`src/rtl/mips_seq_ctrl.sv`:
```
// Multi-cycle FETCH/DECODE/EXEC/WB sequencer for the MIPS datapath.
// Handles instruction-memory wait states, fetch timeout, HALT and a retired-instruction count.
module mips_seq_ctrl #(
    parameter int CNT_W   = 16,
    parameter int TIMEOUT = 15
) (
    input  logic             clk,
    input  logic             reset,
    input  logic             start,
    output logic             imem_req,
    input  logic             imem_ack,
    input  logic [31:0]      instr_in,
    output logic             ir_load,
    output logic             pc_en,
    output logic             reg_write,
    output logic             alu_src,
    output logic             wb_sel,
    output logic             busy,
    output logic             halted,
    output logic             fault,
    output logic             illegal,
    output logic [CNT_W-1:0] instr_count
);

    typedef enum logic [2:0] {
        S_IDLE,
        S_FETCH,
        S_DECODE,
        S_EXEC,
        S_WB,
        S_HALT,
        S_FAULT
    } state_t;

    localparam logic [7:0]       TMO_LAST = 8'(TIMEOUT - 1);
    localparam logic [CNT_W-1:0] CNT_ONE  = CNT_W'(1);
    localparam logic [CNT_W-1:0] CNT_MAX  = '1;

    localparam logic [5:0] OP_RTYPE = 6'h00;
    localparam logic [5:0] OP_SHIFT = 6'h01;
    localparam logic [5:0] OP_LDIMM = 6'h02;
    localparam logic [5:0] OP_HALT  = 6'h3F;

    state_t           state_q, state_d;
    logic [7:0]       tmo_q, tmo_d;
    logic [5:0]       opcode_q, opcode_d;
    logic             do_write_q, do_write_d;
    logic             alu_src_q, alu_src_d;
    logic             wb_sel_q, wb_sel_d;
    logic             illegal_q, illegal_d;
    logic             pc_en_q, pc_en_d;
    logic             reg_write_q, reg_write_d;
    logic             busy_q, busy_d;
    logic             halted_q, halted_d;
    logic             fault_q, fault_d;
    logic [CNT_W-1:0] count_q, count_d;

    // Only the opcode field is consumed here; the rest belongs to the datapath.
    logic unused_instr_bits;
    assign unused_instr_bits = ^instr_in[25:0];

    always_comb begin
        state_d     = state_q;
        tmo_d       = tmo_q;
        opcode_d    = opcode_q;
        do_write_d  = do_write_q;
        alu_src_d   = alu_src_q;
        wb_sel_d    = wb_sel_q;
        illegal_d   = illegal_q;
        count_d     = count_q;
        pc_en_d     = 1'b0;
        reg_write_d = 1'b0;

        case (state_q)
            S_IDLE: begin
                if (start) begin
                    state_d = S_FETCH;
                end
            end
            S_FETCH: begin
                // An ack arriving on the expiry cycle still wins over the timeout.
                if (imem_ack) begin
                    opcode_d = instr_in[31:26];
                    tmo_d    = 8'd0;
                    state_d  = S_DECODE;
                end else if (tmo_q == TMO_LAST) begin
                    tmo_d   = 8'd0;
                    state_d = S_FAULT;
                end else begin
                    tmo_d = tmo_q + 8'd1;
                end
            end
            S_DECODE: begin
                state_d = S_EXEC;
                case (opcode_q)
                    OP_RTYPE: begin
                        alu_src_d  = 1'b0;
                        wb_sel_d   = 1'b0;
                        do_write_d = 1'b1;
                    end
                    OP_SHIFT: begin
                        alu_src_d  = 1'b1;
                        wb_sel_d   = 1'b0;
                        do_write_d = 1'b1;
                    end
                    OP_LDIMM: begin
                        alu_src_d  = 1'b0;
                        wb_sel_d   = 1'b1;
                        do_write_d = 1'b1;
                    end
                    OP_HALT: begin
                        do_write_d = 1'b0;
                        state_d    = S_HALT;
                    end
                    default: begin
                        illegal_d  = 1'b1;
                        do_write_d = 1'b0;
                    end
                endcase
            end
            S_EXEC: begin
                // Strobes are registered, so they are raised for the WB cycle here.
                state_d     = S_WB;
                pc_en_d     = 1'b1;
                reg_write_d = do_write_q;
            end
            S_WB: begin
                if (count_q != CNT_MAX) begin
                    count_d = count_q + CNT_ONE;
                end
                state_d = S_FETCH;
            end
            default: begin
                state_d = state_q;
            end
        endcase

        busy_d   = (state_d == S_FETCH) || (state_d == S_DECODE) ||
                   (state_d == S_EXEC)  || (state_d == S_WB);
        halted_d = (state_d == S_HALT);
        fault_d  = (state_d == S_FAULT);
    end

    always_ff @(posedge clk or posedge reset) begin
        if (reset) begin
            state_q     <= S_IDLE;
            tmo_q       <= 8'd0;
            opcode_q    <= 6'd0;
            do_write_q  <= 1'b0;
            alu_src_q   <= 1'b0;
            wb_sel_q    <= 1'b0;
            illegal_q   <= 1'b0;
            pc_en_q     <= 1'b0;
            reg_write_q <= 1'b0;
            busy_q      <= 1'b0;
            halted_q    <= 1'b0;
            fault_q     <= 1'b0;
            count_q     <= '0;
        end else begin
            state_q     <= state_d;
            tmo_q       <= tmo_d;
            opcode_q    <= opcode_d;
            do_write_q  <= do_write_d;
            alu_src_q   <= alu_src_d;
            wb_sel_q    <= wb_sel_d;
            illegal_q   <= illegal_d;
            pc_en_q     <= pc_en_d;
            reg_write_q <= reg_write_d;
            busy_q      <= busy_d;
            halted_q    <= halted_d;
            fault_q     <= fault_d;
            count_q     <= count_d;
        end
    end

    assign imem_req    = (state_q == S_FETCH);
    assign ir_load     = imem_req & imem_ack;
    assign pc_en       = pc_en_q;
    assign reg_write   = reg_write_q;
    assign alu_src     = alu_src_q;
    assign wb_sel      = wb_sel_q;
    assign busy        = busy_q;
    assign halted      = halted_q;
    assign fault       = fault_q;
    assign illegal     = illegal_q;
    assign instr_count = count_q;

endmodule
```
`config.mk`:
```
export PLATFORM = sky130hd
export DESIGN_NAME = mips_seq_ctrl
export DESIGN_NICKNAME = d
export VERILOG_FILES = /design/src/rtl/mips_seq_ctrl.sv
export SDC_FILE = /design/constraint.sdc
export NUM_CORES = 1
export LEC_CHECK = 0
export CAP_MARGIN = 10
export CORE_MARGIN = 5
export CORE_UTILIZATION = 39
export DETAILED_ROUTE_END_ITERATION = 6
export GPL_TIMING_DRIVEN = 0
export PLACE_DENSITY = 0.68
export SLEW_MARGIN = 20
export SYNTH_ARGS = -nofsm -noshare
export SYNTH_HDL_FRONTEND = slang
export SYNTH_SLANG_ARGS = --single-unit
```
`constraint.sdc`:
```
create_clock -name clk -period 3.97 [get_ports clk]
set_clock_uncertainty 0.2 [all_clocks]
set_input_delay 0.397 -clock clk [delete_from_list [all_inputs] [get_ports clk]]
set_output_delay 0.397 -clock clk [all_outputs]
set_load 0.03 [all_outputs]
```
==> run_summary.xml, run 1 <==
<?xml version="1.0" encoding="UTF-8"?>
<metrics>
  <group name="outcome">
    <metric name="run_status" unit="">finished clean</metric>
  </group>
  <group name="timing">
    <metric name="max_slew_margin" unit="%">57.4</metric>
    <metric name="maxSlewViolCount" unit="">0</metric>
    <metric name="final_hold_viol_count" unit="">0</metric>
    <metric name="max_freq" unit="GHz">0.353</metric>
    <metric name="totalNegativeSetupSlack" unit="ps">0</metric>
    <metric name="setup_repair_after_global_routing_missed_its_margin" unit="">false</metric>
    <metric name="worst_slew_pin_slew" unit="ps">635</metric>
    <metric name="timing.final.crit_period" unit="ps">2830</metric>
    <metric name="min_period_over_period" unit="%">71.3</metric>
    <metric name="finalSetupViolCount" unit="">0</metric>
  </group>
  <group name="cts">
    <metric name="cts_max_level" unit="">2</metric>
    <metric name="cts.repair_timing.setup_buffer_count" unit="">0</metric>
    <metric name="cts-hold-fix-buffers" unit="">0</metric>
    <metric name="cts_made_buffers" unit="">5</metric>
    <metric name="max-clock-path-buffers" unit="">2</metric>
    <metric name="tritoncts_clock_tree" unit="">built</metric>
    <metric name="clk_pin_slew" unit="ps">80</metric>
    <metric name="clk_root_buffer_cell" unit="">sky130_fd_sc_hd__clkbuf_8</metric>
    <metric name="cts.sinks" unit="">42</metric>
    <metric name="clk_latency" unit="ps">290</metric>
    <metric name="post_cts_resize_count" unit="">0</metric>
  </group>
  <group name="logic_synthesis">
    <metric name="synthDominantCellAreaShare" unit="%">50.4</metric>
    <metric name="synth.yosys.seq_area_share" unit="%">50.4</metric>
    <metric name="yosys_register_bits" unit="">42</metric>
    <metric name="synth_area_leaders" unit="">sky130_fd_sc_hd__dfrtp_1 (50%), sky130_fd_sc_hd__xor2_1 (5.0%), sky130_fd_sc_hd__mux2_1 (3.8%), sky130_fd_sc_hd__nand2_1 (3.4%), sky130_fd_sc_hd__a21oi_1 (2.4%)</metric>
    <metric name="postSynthNetCount" unit="">237</metric>
    <metric name="synth_edf_count" unit="">0</metric>
    <metric name="synth_largest_area_cell" unit="">sky130_fd_sc_hd__dfrtp_1</metric>
    <metric name="synth_flop_cell" unit="">sky130_fd_sc_hd__dfrtp_1</metric>
    <metric name="ys.warnings.count" unit="">0</metric>
    <metric name="post_synth_arst_share" unit="%">100</metric>
    <metric name="post_synth_instance_area" unit="sq um">2080</metric>
    <metric name="synthCells" unit="">198</metric>
    <metric name="avgSynthCellArea" unit="sq um">10.5</metric>
    <metric name="yosys.cell_types.count" unit="">48</metric>
  </group>
  <group name="die">
    <metric name="die_height" unit="um">83.1</metric>
    <metric name="top_level_ports" unit="">62</metric>
    <metric name="floorplan.initialDensity" unit="%">40.6</metric>
    <metric name="rows" unit="">26</metric>
    <metric name="die_w" unit="um">83.1</metric>
    <metric name="core_region_area" unit="sq um">5140</metric>
    <metric name="die_area" unit="sq um">6910</metric>
  </group>
  <group name="place">
    <metric name="detailedPlacementHpwl" unit="mm">2.97</metric>
    <metric name="io_buffers" unit="">35</metric>
    <metric name="gpl.final_weighted_congestion" unit="">0.774</metric>
    <metric name="placed_area" unit="sq um">2540</metric>
  </group>
  <group name="worst_setup_path">
    <metric name="worst-path-max-fanout" unit="">7</metric>
    <metric name="critical_path_buf_inv_count" unit="">3</metric>
    <metric name="critical_path_cell_with_the_highest_stage_delay" unit="">sky130_fd_sc_hd__clkdlybuf4s50_1</metric>
    <metric name="end_kind" unit="">primary output</metric>
    <metric name="setup.worst_path.start_class" unit="">flop</metric>
    <metric name="timing.setup.critical_path_class" unit="">flop to primary output</metric>
    <metric name="arrival" unit="ps">2230</metric>
    <metric name="cp.required" unit="ps">3370</metric>
    <metric name="critical_path_cell_by_cell" unit="">or3b_1 -&gt; inv_2 -&gt; and2_1 -&gt; buf_2 -&gt; clkdlybuf4s50_1</metric>
    <metric name="worst_setup_path_startpoint" unit="">state_q[2]</metric>
    <metric name="regToRegStartpoint" unit="">instr_count[0]</metric>
    <metric name="critical_path.max_stage_delay" unit="ps">690</metric>
    <metric name="critPathTopFamily" unit="">buffers and inverters</metric>
  </group>
  <group name="routing">
    <metric name="num_vias" unit="">1600</metric>
    <metric name="dr.pass1.iters" unit="">4</metric>
    <metric name="avgRoutedWirePerCell" unit="um">12.7</metric>
    <metric name="drt-vias-per-instance" unit="">5.13</metric>
    <metric name="antenna_left" unit="">0</metric>
    <metric name="first_iter_violations" unit="">33</metric>
    <metric name="post-route-drc-count" unit="">0</metric>
    <metric name="postRouteWirelength" unit="mm">3.95</metric>
  </group>
  <group name="global_route">
    <metric name="grt_pass1_vias" unit="">1600</metric>
    <metric name="grt_antenna_before_repair" unit="">0</metric>
    <metric name="grt_pass1_wl" unit="mm">7.07</metric>
    <metric name="grt_max_degree" unit="">28</metric>
    <metric name="grt.overflow.total" unit="">0</metric>
    <metric name="grt_use_total" unit="%">12.3</metric>
  </group>
  <group name="min_path">
    <metric name="classification_of_the_worst_slack_hold_path" unit="">primary input to async pin</metric>
  </group>
  <group name="job">
    <metric name="max_cap_violations" unit="">0</metric>
  </group>
  <group name="power">
    <metric name="irDropWorstVdd" unit="V">0.000171</metric>
    <metric name="power_density" unit="nW/um^2">297</metric>
    <metric name="total_leakage_power" unit="nW">1.21</metric>
  </group>
  <group name="final_layout">
    <metric name="synthToLayoutAreaGrowth" unit="%">27.1</metric>
    <metric name="layout.cell_area.non_filler" unit="sq um">2650</metric>
    <metric name="num-nets-final" unit="">280</metric>
    <metric name="insertedDiodeCount" unit="">0</metric>
    <metric name="drive_gt1_share" unit="%">9.09</metric>
  </group>
</metrics>
## cell type report
cell class | instances | area, sq um
fillers | 501 | 2490
flip-flops and latches | 42 | 1050
multi-input cells | 138 | 957
repair buffers | 36 | 370
well taps | 70 | 87.6
clock buffers | 7 | 76.3
inverters | 11 | 41.3
plain buffers | 7 | 35.0
clock inverters | 1 | 30.0
## per-layer routing
| layer | wire (um) | up-vias | GRT usage, % |
|---|---|---|---|
| met2 | 1860 | 38 | 20.4 |
| met5 | 0 | - | 0 |
| li1 | - | 784 | - |
| met4 | 82 | 0 | 5.05 |
| met1 | 1750 | 768 | 14.1 |
| met3 | 267 | 10 | 4.85 |
## sequential cells by signal (all words and copies together), names as in the netlist
register     cells
opcode_q         6
do_write_q       1
illegal          1
alu_src          1
halted           1
fault            1
wb_sel           1
tmo_q            8
reg_write        1
instr_count     16
state_q          3
busy             1
pc_en            1
## worst reg2reg max path, cell delays in order, from the launching register on
cell,delay (ps)
sky130_fd_sc_hd__dfrtp_1,430
sky130_fd_sc_hd__ha_1,200
sky130_fd_sc_hd__nand3_1,110
sky130_fd_sc_hd__nor3_2,570
sky130_fd_sc_hd__a21oi_1,220
sky130_fd_sc_hd__mux2_1,340
## path summary, 6_finish.rpt
kind,to,slack [ps],cells past startpoint
setup / recovery,ir_load,1140,5
hold reg to reg,reg_write,280,1
min in group clk,reg_write,280,1
hold / removal,instr_count[10],180,2
max in group asynchronous,opcode_q[2],2930,3
setup reg to reg,instr_count[1],1800,5
## cells in the mapped netlist, types with 2 or more instances
master,instances
sky130_fd_sc_hd__and3_1,2
sky130_fd_sc_hd__nor2_1,9
sky130_fd_sc_hd__nand4_1,5
sky130_fd_sc_hd__o22a_1,2
sky130_fd_sc_hd__nor3b_1,2
sky130_fd_sc_hd__nand2_1,19
sky130_fd_sc_hd__a21oi_1,10
sky130_fd_sc_hd__clkbuf_1,2
sky130_fd_sc_hd__nor4_1,3
sky130_fd_sc_hd__a211oi_2,2
sky130_fd_sc_hd__mux2_1,7
sky130_fd_sc_hd__or3b_1,2
sky130_fd_sc_hd__mux2i_1,2
sky130_fd_sc_hd__buf_2,4
sky130_fd_sc_hd__nand2b_1,3
sky130_fd_sc_hd__ha_1,3
sky130_fd_sc_hd__o21ai_0,6
sky130_fd_sc_hd__o2bb2ai_1,3
sky130_fd_sc_hd__o21ai_1,4
sky130_fd_sc_hd__nand3_1,8
sky130_fd_sc_hd__a211oi_1,2
sky130_fd_sc_hd__xnor2_1,3
sky130_fd_sc_hd__o21bai_1,2
sky130_fd_sc_hd__xor2_1,12
sky130_fd_sc_hd__a21o_1,2
sky130_fd_sc_hd__inv_1,10
sky130_fd_sc_hd__nor4_2,2
sky130_fd_sc_hd__dfrtp_1,42
sky130_fd_sc_hd__and2_1,5
sky130_fd_sc_hd__or2_1,2
## per-stage QoR
stage / setup WS, ps / hold WS [ps] / power [mW] / utilization, % / cells
2_1_floorplan: 1830 / 254 / 0.451 / - / 198
3_3_place_gp: 1440 / 263 / 0.466 / 49.1 / 303
3_5_place_dp: 1450 / 262 / 0.468 / 49.5 / 304
4_1_cts: 1120 / 190 / 0.801 / 51.5 / 312
5_1_grt: 1020 / 214 / 0.821 / 51.5 / 312
6_report: 1140 / 183 / 0.787 / 51.5 / 312
## cell families after synthesis
kind of cell,Yosys count,synth area share (%)
simple gates,72,20.2
flops,42,50.4
compound gates,39,12.9
buf+inv,18,3.66
xor+xnor,15,6.30
mux,9,4.74
fa+ha+maj,3,1.80
## report_power, final
| group | internal, mW | leakage, nW | switching, mW |
|---|---|---|---|
| clock | 0.188 | 0.0524 | 0.140 |
| sequential | 0.429 | 0.549 | 0.00118 |
| combinational | 0.0131 | 0.605 | 0.0154 |
## cells in the final DEF (no fill, tap or decap), types with 2 or more instances in the layout
master and n:
sky130_fd_sc_hd__a211oi_1 2, sky130_fd_sc_hd__o22a_1 2, sky130_fd_sc_hd__o21ai_0 6, sky130_fd_sc_hd__and2_1 5, sky130_fd_sc_hd__o21ai_1 4, sky130_fd_sc_hd__inv_1 9
sky130_fd_sc_hd__nor3b_1 2, sky130_fd_sc_hd__nor4_1 3, sky130_fd_sc_hd__a21oi_1 10, sky130_fd_sc_hd__buf_2 4, sky130_fd_sc_hd__or3b_1 2, sky130_fd_sc_hd__dfrtp_1 42
sky130_fd_sc_hd__ha_1 3, sky130_fd_sc_hd__xor2_1 12, sky130_fd_sc_hd__nor4_2 2, sky130_fd_sc_hd__clkdlybuf4s50_1 35, sky130_fd_sc_hd__nand4_1 5, sky130_fd_sc_hd__and3_1 2
sky130_fd_sc_hd__nand3_1 8, sky130_fd_sc_hd__a211oi_2 2, sky130_fd_sc_hd__a21o_1 2, sky130_fd_sc_hd__xnor2_1 3, sky130_fd_sc_hd__inv_2 2, sky130_fd_sc_hd__clkbuf_1 4
sky130_fd_sc_hd__mux2i_1 2, sky130_fd_sc_hd__nor2_1 9, sky130_fd_sc_hd__nand2_1 19, sky130_fd_sc_hd__nand2b_1 3, sky130_fd_sc_hd__o21bai_1 2, sky130_fd_sc_hd__or2_1 2
sky130_fd_sc_hd__mux2_1 7, sky130_fd_sc_hd__clkbuf_8 5, sky130_fd_sc_hd__o2bb2ai_1 3
No activity file was read; power rests on OpenSTA's default activity.
==> run 2, diff against run 1 <==
Settings changed: PLACE_DENSITY 0.68 to 0.71.
Clock period 3.97 ns to 2.6 ns, I/O delays scaled along.
==> run_summary.xml, run 2 (synthesized netlist as in run 1, its figures left out) <==
<?xml version="1.0" encoding="UTF-8"?>
<metrics>
  <group name="routing">
    <metric name="first_iter_violations" unit="">46</metric>
    <metric name="dr.pass1.iters" unit="">4</metric>
    <metric name="num_vias" unit="">1598</metric>
    <metric name="antenna_left" unit="">0</metric>
    <metric name="drt-vias-per-instance" unit="">5.14</metric>
    <metric name="avgRoutedWirePerCell" unit="um">13.4</metric>
    <metric name="postRouteWirelength" unit="mm">4.17</metric>
    <metric name="post-route-drc-count" unit="">0</metric>
  </group>
  <group name="global_route">
    <metric name="grt_pass1_wl" unit="mm">7.53</metric>
    <metric name="grt_max_degree" unit="">30</metric>
    <metric name="grt_pass1_vias" unit="">1627</metric>
    <metric name="grt.overflow.total" unit="">0</metric>
    <metric name="grt_antenna_before_repair" unit="">0</metric>
    <metric name="grt_use_total" unit="%">13.1</metric>
  </group>
  <group name="timing">
    <metric name="worst_slew_pin_slew" unit="ps">640</metric>
    <metric name="timing.final.crit_period" unit="ps">2430</metric>
    <metric name="setup_repair_after_global_routing_missed_its_margin" unit="">false</metric>
    <metric name="max_freq" unit="GHz">0.411</metric>
    <metric name="finalSetupViolCount" unit="">0</metric>
    <metric name="totalNegativeSetupSlack" unit="ps">0</metric>
    <metric name="final_hold_viol_count" unit="">0</metric>
    <metric name="maxSlewViolCount" unit="">0</metric>
    <metric name="max_slew_margin" unit="%">57.1</metric>
    <metric name="finalHoldWorstSlack" unit="ps">30.9</metric>
    <metric name="min_period_over_period" unit="%">93.5</metric>
  </group>
  <group name="worst_setup_path">
    <metric name="critical_path.max_stage_delay" unit="ps">420</metric>
    <metric name="cp.required" unit="ps">2140</metric>
    <metric name="worst-path-max-fanout" unit="">7</metric>
    <metric name="critical_path_cell_by_cell" unit="">or3b_1 -&gt; inv_2 -&gt; and2_1 -&gt; buf_2 -&gt; dlygate4sd2_1</metric>
    <metric name="critical_path_cell_with_the_highest_stage_delay" unit="">sky130_fd_sc_hd__dlygate4sd2_1</metric>
    <metric name="arrival" unit="ps">1970</metric>
    <metric name="endpoint_of_the_worst_slack_reg_to_reg_timing_path" unit="">instr_count[1]</metric>
    <metric name="timing.setup.critical_path_class" unit="">flop to primary output</metric>
    <metric name="regToRegStartpoint" unit="">instr_count[0]</metric>
    <metric name="setup.worst_path.start_class" unit="">flop</metric>
    <metric name="end_kind" unit="">primary output</metric>
    <metric name="timing.reg2reg.setup_slack" unit="ps">370</metric>
    <metric name="worst_r2r_path_depth" unit="">5</metric>
  </group>
  <group name="die">
    <metric name="floorplan.initialDensity" unit="%">40.6</metric>
    <metric name="die_w" unit="um">83.1</metric>
    <metric name="top_level_ports" unit="">62</metric>
    <metric name="rows" unit="">26</metric>
    <metric name="core_region_area" unit="sq um">5140</metric>
    <metric name="die_area" unit="sq um">6910</metric>
    <metric name="die_height" unit="um">83.1</metric>
  </group>
  <group name="place">
    <metric name="detailedPlacementHpwl" unit="mm">3.01</metric>
    <metric name="dp.cells" unit="">304</metric>
    <metric name="io_buffers" unit="">35</metric>
    <metric name="placed_area" unit="sq um">2540</metric>
    <metric name="gpl.final_weighted_congestion" unit="">0.812</metric>
  </group>
  <group name="final_layout">
    <metric name="drive_gt1_share" unit="%">9.54</metric>
    <metric name="finish.cell_count_without_fillers" unit="">311</metric>
    <metric name="insertedDiodeCount" unit="">0</metric>
    <metric name="most_frequent_cells_in_the_layout" unit="">sky130_fd_sc_hd__dfrtp_1 (42), sky130_fd_sc_hd__clkdlybuf4s50_1 (34), sky130_fd_sc_hd__nand2_1 (19)</metric>
    <metric name="finish.utilization" unit="%">51.6</metric>
    <metric name="nFillCells" unit="">496</metric>
    <metric name="largest_register_ffs" unit="">16</metric>
    <metric name="layout.cell_area.non_filler" unit="sq um">2650</metric>
    <metric name="num-nets-final" unit="">280</metric>
    <metric name="commonest_non_fill_non_tap_cell_in_the_layout" unit="">sky130_fd_sc_hd__dfrtp_1</metric>
    <metric name="synthToLayoutAreaGrowth" unit="%">27.3</metric>
  </group>
  <group name="cts">
    <metric name="max-clock-path-buffers" unit="">2</metric>
    <metric name="cts.repair_timing.setup_buffer_count" unit="">0</metric>
    <metric name="cts-hold-fix-buffers" unit="">0</metric>
    <metric name="clk_pin_slew" unit="ps">80</metric>
    <metric name="clk_root_buffer_cell" unit="">sky130_fd_sc_hd__clkbuf_8</metric>
    <metric name="cts_made_buffers" unit="">5</metric>
    <metric name="clk_latency" unit="ps">290</metric>
    <metric name="tritoncts_clock_tree" unit="">built</metric>
    <metric name="cts_max_level" unit="">2</metric>
    <metric name="cts.sinks" unit="">42</metric>
  </group>
  <group name="power">
    <metric name="power_density" unit="nW/um^2">466</metric>
    <metric name="total_leakage_power" unit="nW">1.22</metric>
    <metric name="irDropWorstVdd" unit="V">0.000271</metric>
  </group>
  <group name="job">
    <metric name="max_cap_violations" unit="">0</metric>
  </group>
  <group name="outcome">
    <metric name="run_status" unit="">finished clean</metric>
  </group>
  <group name="min_path">
    <metric name="classification_of_the_worst_slack_hold_path" unit="">primary input to async pin</metric>
  </group>
</metrics>
-- run 2: cell count changes in the layout (fill, tap and decap cells not counted), sizes merged --
cell           previous run  this run
clkbuf                    9         8
clkdlybuf4s50            35        34
dlygate4sd2               0         1
-- run 2: per-stage QoR --
stage,power (mW),setup WS (ps)
after detailed placement,0.715,212
after CTS,1.25,146
after global routing,1.29,76.0
after floorplan,0.689,455
after global placement,0.711,215
final,1.24,168
-- run 2: layout make-up --
cell class / count / area [sq um] / area share (%)
flip-flops and latches: 42 / 1050 / 39.6
clock buffers: 6 / 82.6 / 3.11
well taps: 70 / 87.6 / 3.30
plain buffers: 7 / 35.0 / 1.32
repair buffers: 36 / 369 / 13.9
clock inverters: 1 / 30.0 / 1.13
inverters: 11 / 41.3 / 1.56
multi-input cells: 138 / 957 / 36.1
-- run 2: how the worst max path moves through the flow --
stage,from,end,slack [ps],cells past startpoint
2_1_floorplan,instr_count[0],instr_count[1],460,5
3_3_place_gp,state_q[0],ir_load,220,5
3_5_place_dp,state_q[0],ir_load,210,5
4_1_cts,state_q[0],ir_load,150,5
5_1_grt,state_q[0],ir_load,80,5
6_report,state_q[0],ir_load,170,5
-- run 2: metal layers --
| metal | global-route usage, % | up-vias | routed length [um] |
|---|---|---|---|
| li1 | - | 787 | - |
| met1 | 15.8 | 766 | 1840 |
| met2 | 22.7 | 43 | 2090 |
| met3 | 4.26 | 2 | 233 |
| met4 | 3.12 | 0 | 8 |
| met5 | 0 | - | 0 |
-- run 2: critical path: cells and delay by family (launching register included) --
family	cells	cell delay, ps
DFF	1	400
and+or+nand+nor	2	540
buffers and inverters	3	730
-- run 2: what timing repair did --
action                                 4_1_cts  5_1_grt
setup endpoints to repair                    1        0
resized for setup                            1        0
endpoints found under the hold margin        0        0
-- run 2: power by group --
part           total (mW)  switching (mW)  internal, mW  leakage (nW)
sequential          0.657         0.00195         0.655         0.549
clock               0.536           0.228         0.308        0.0573
combinational      0.0443          0.0242        0.0201         0.609
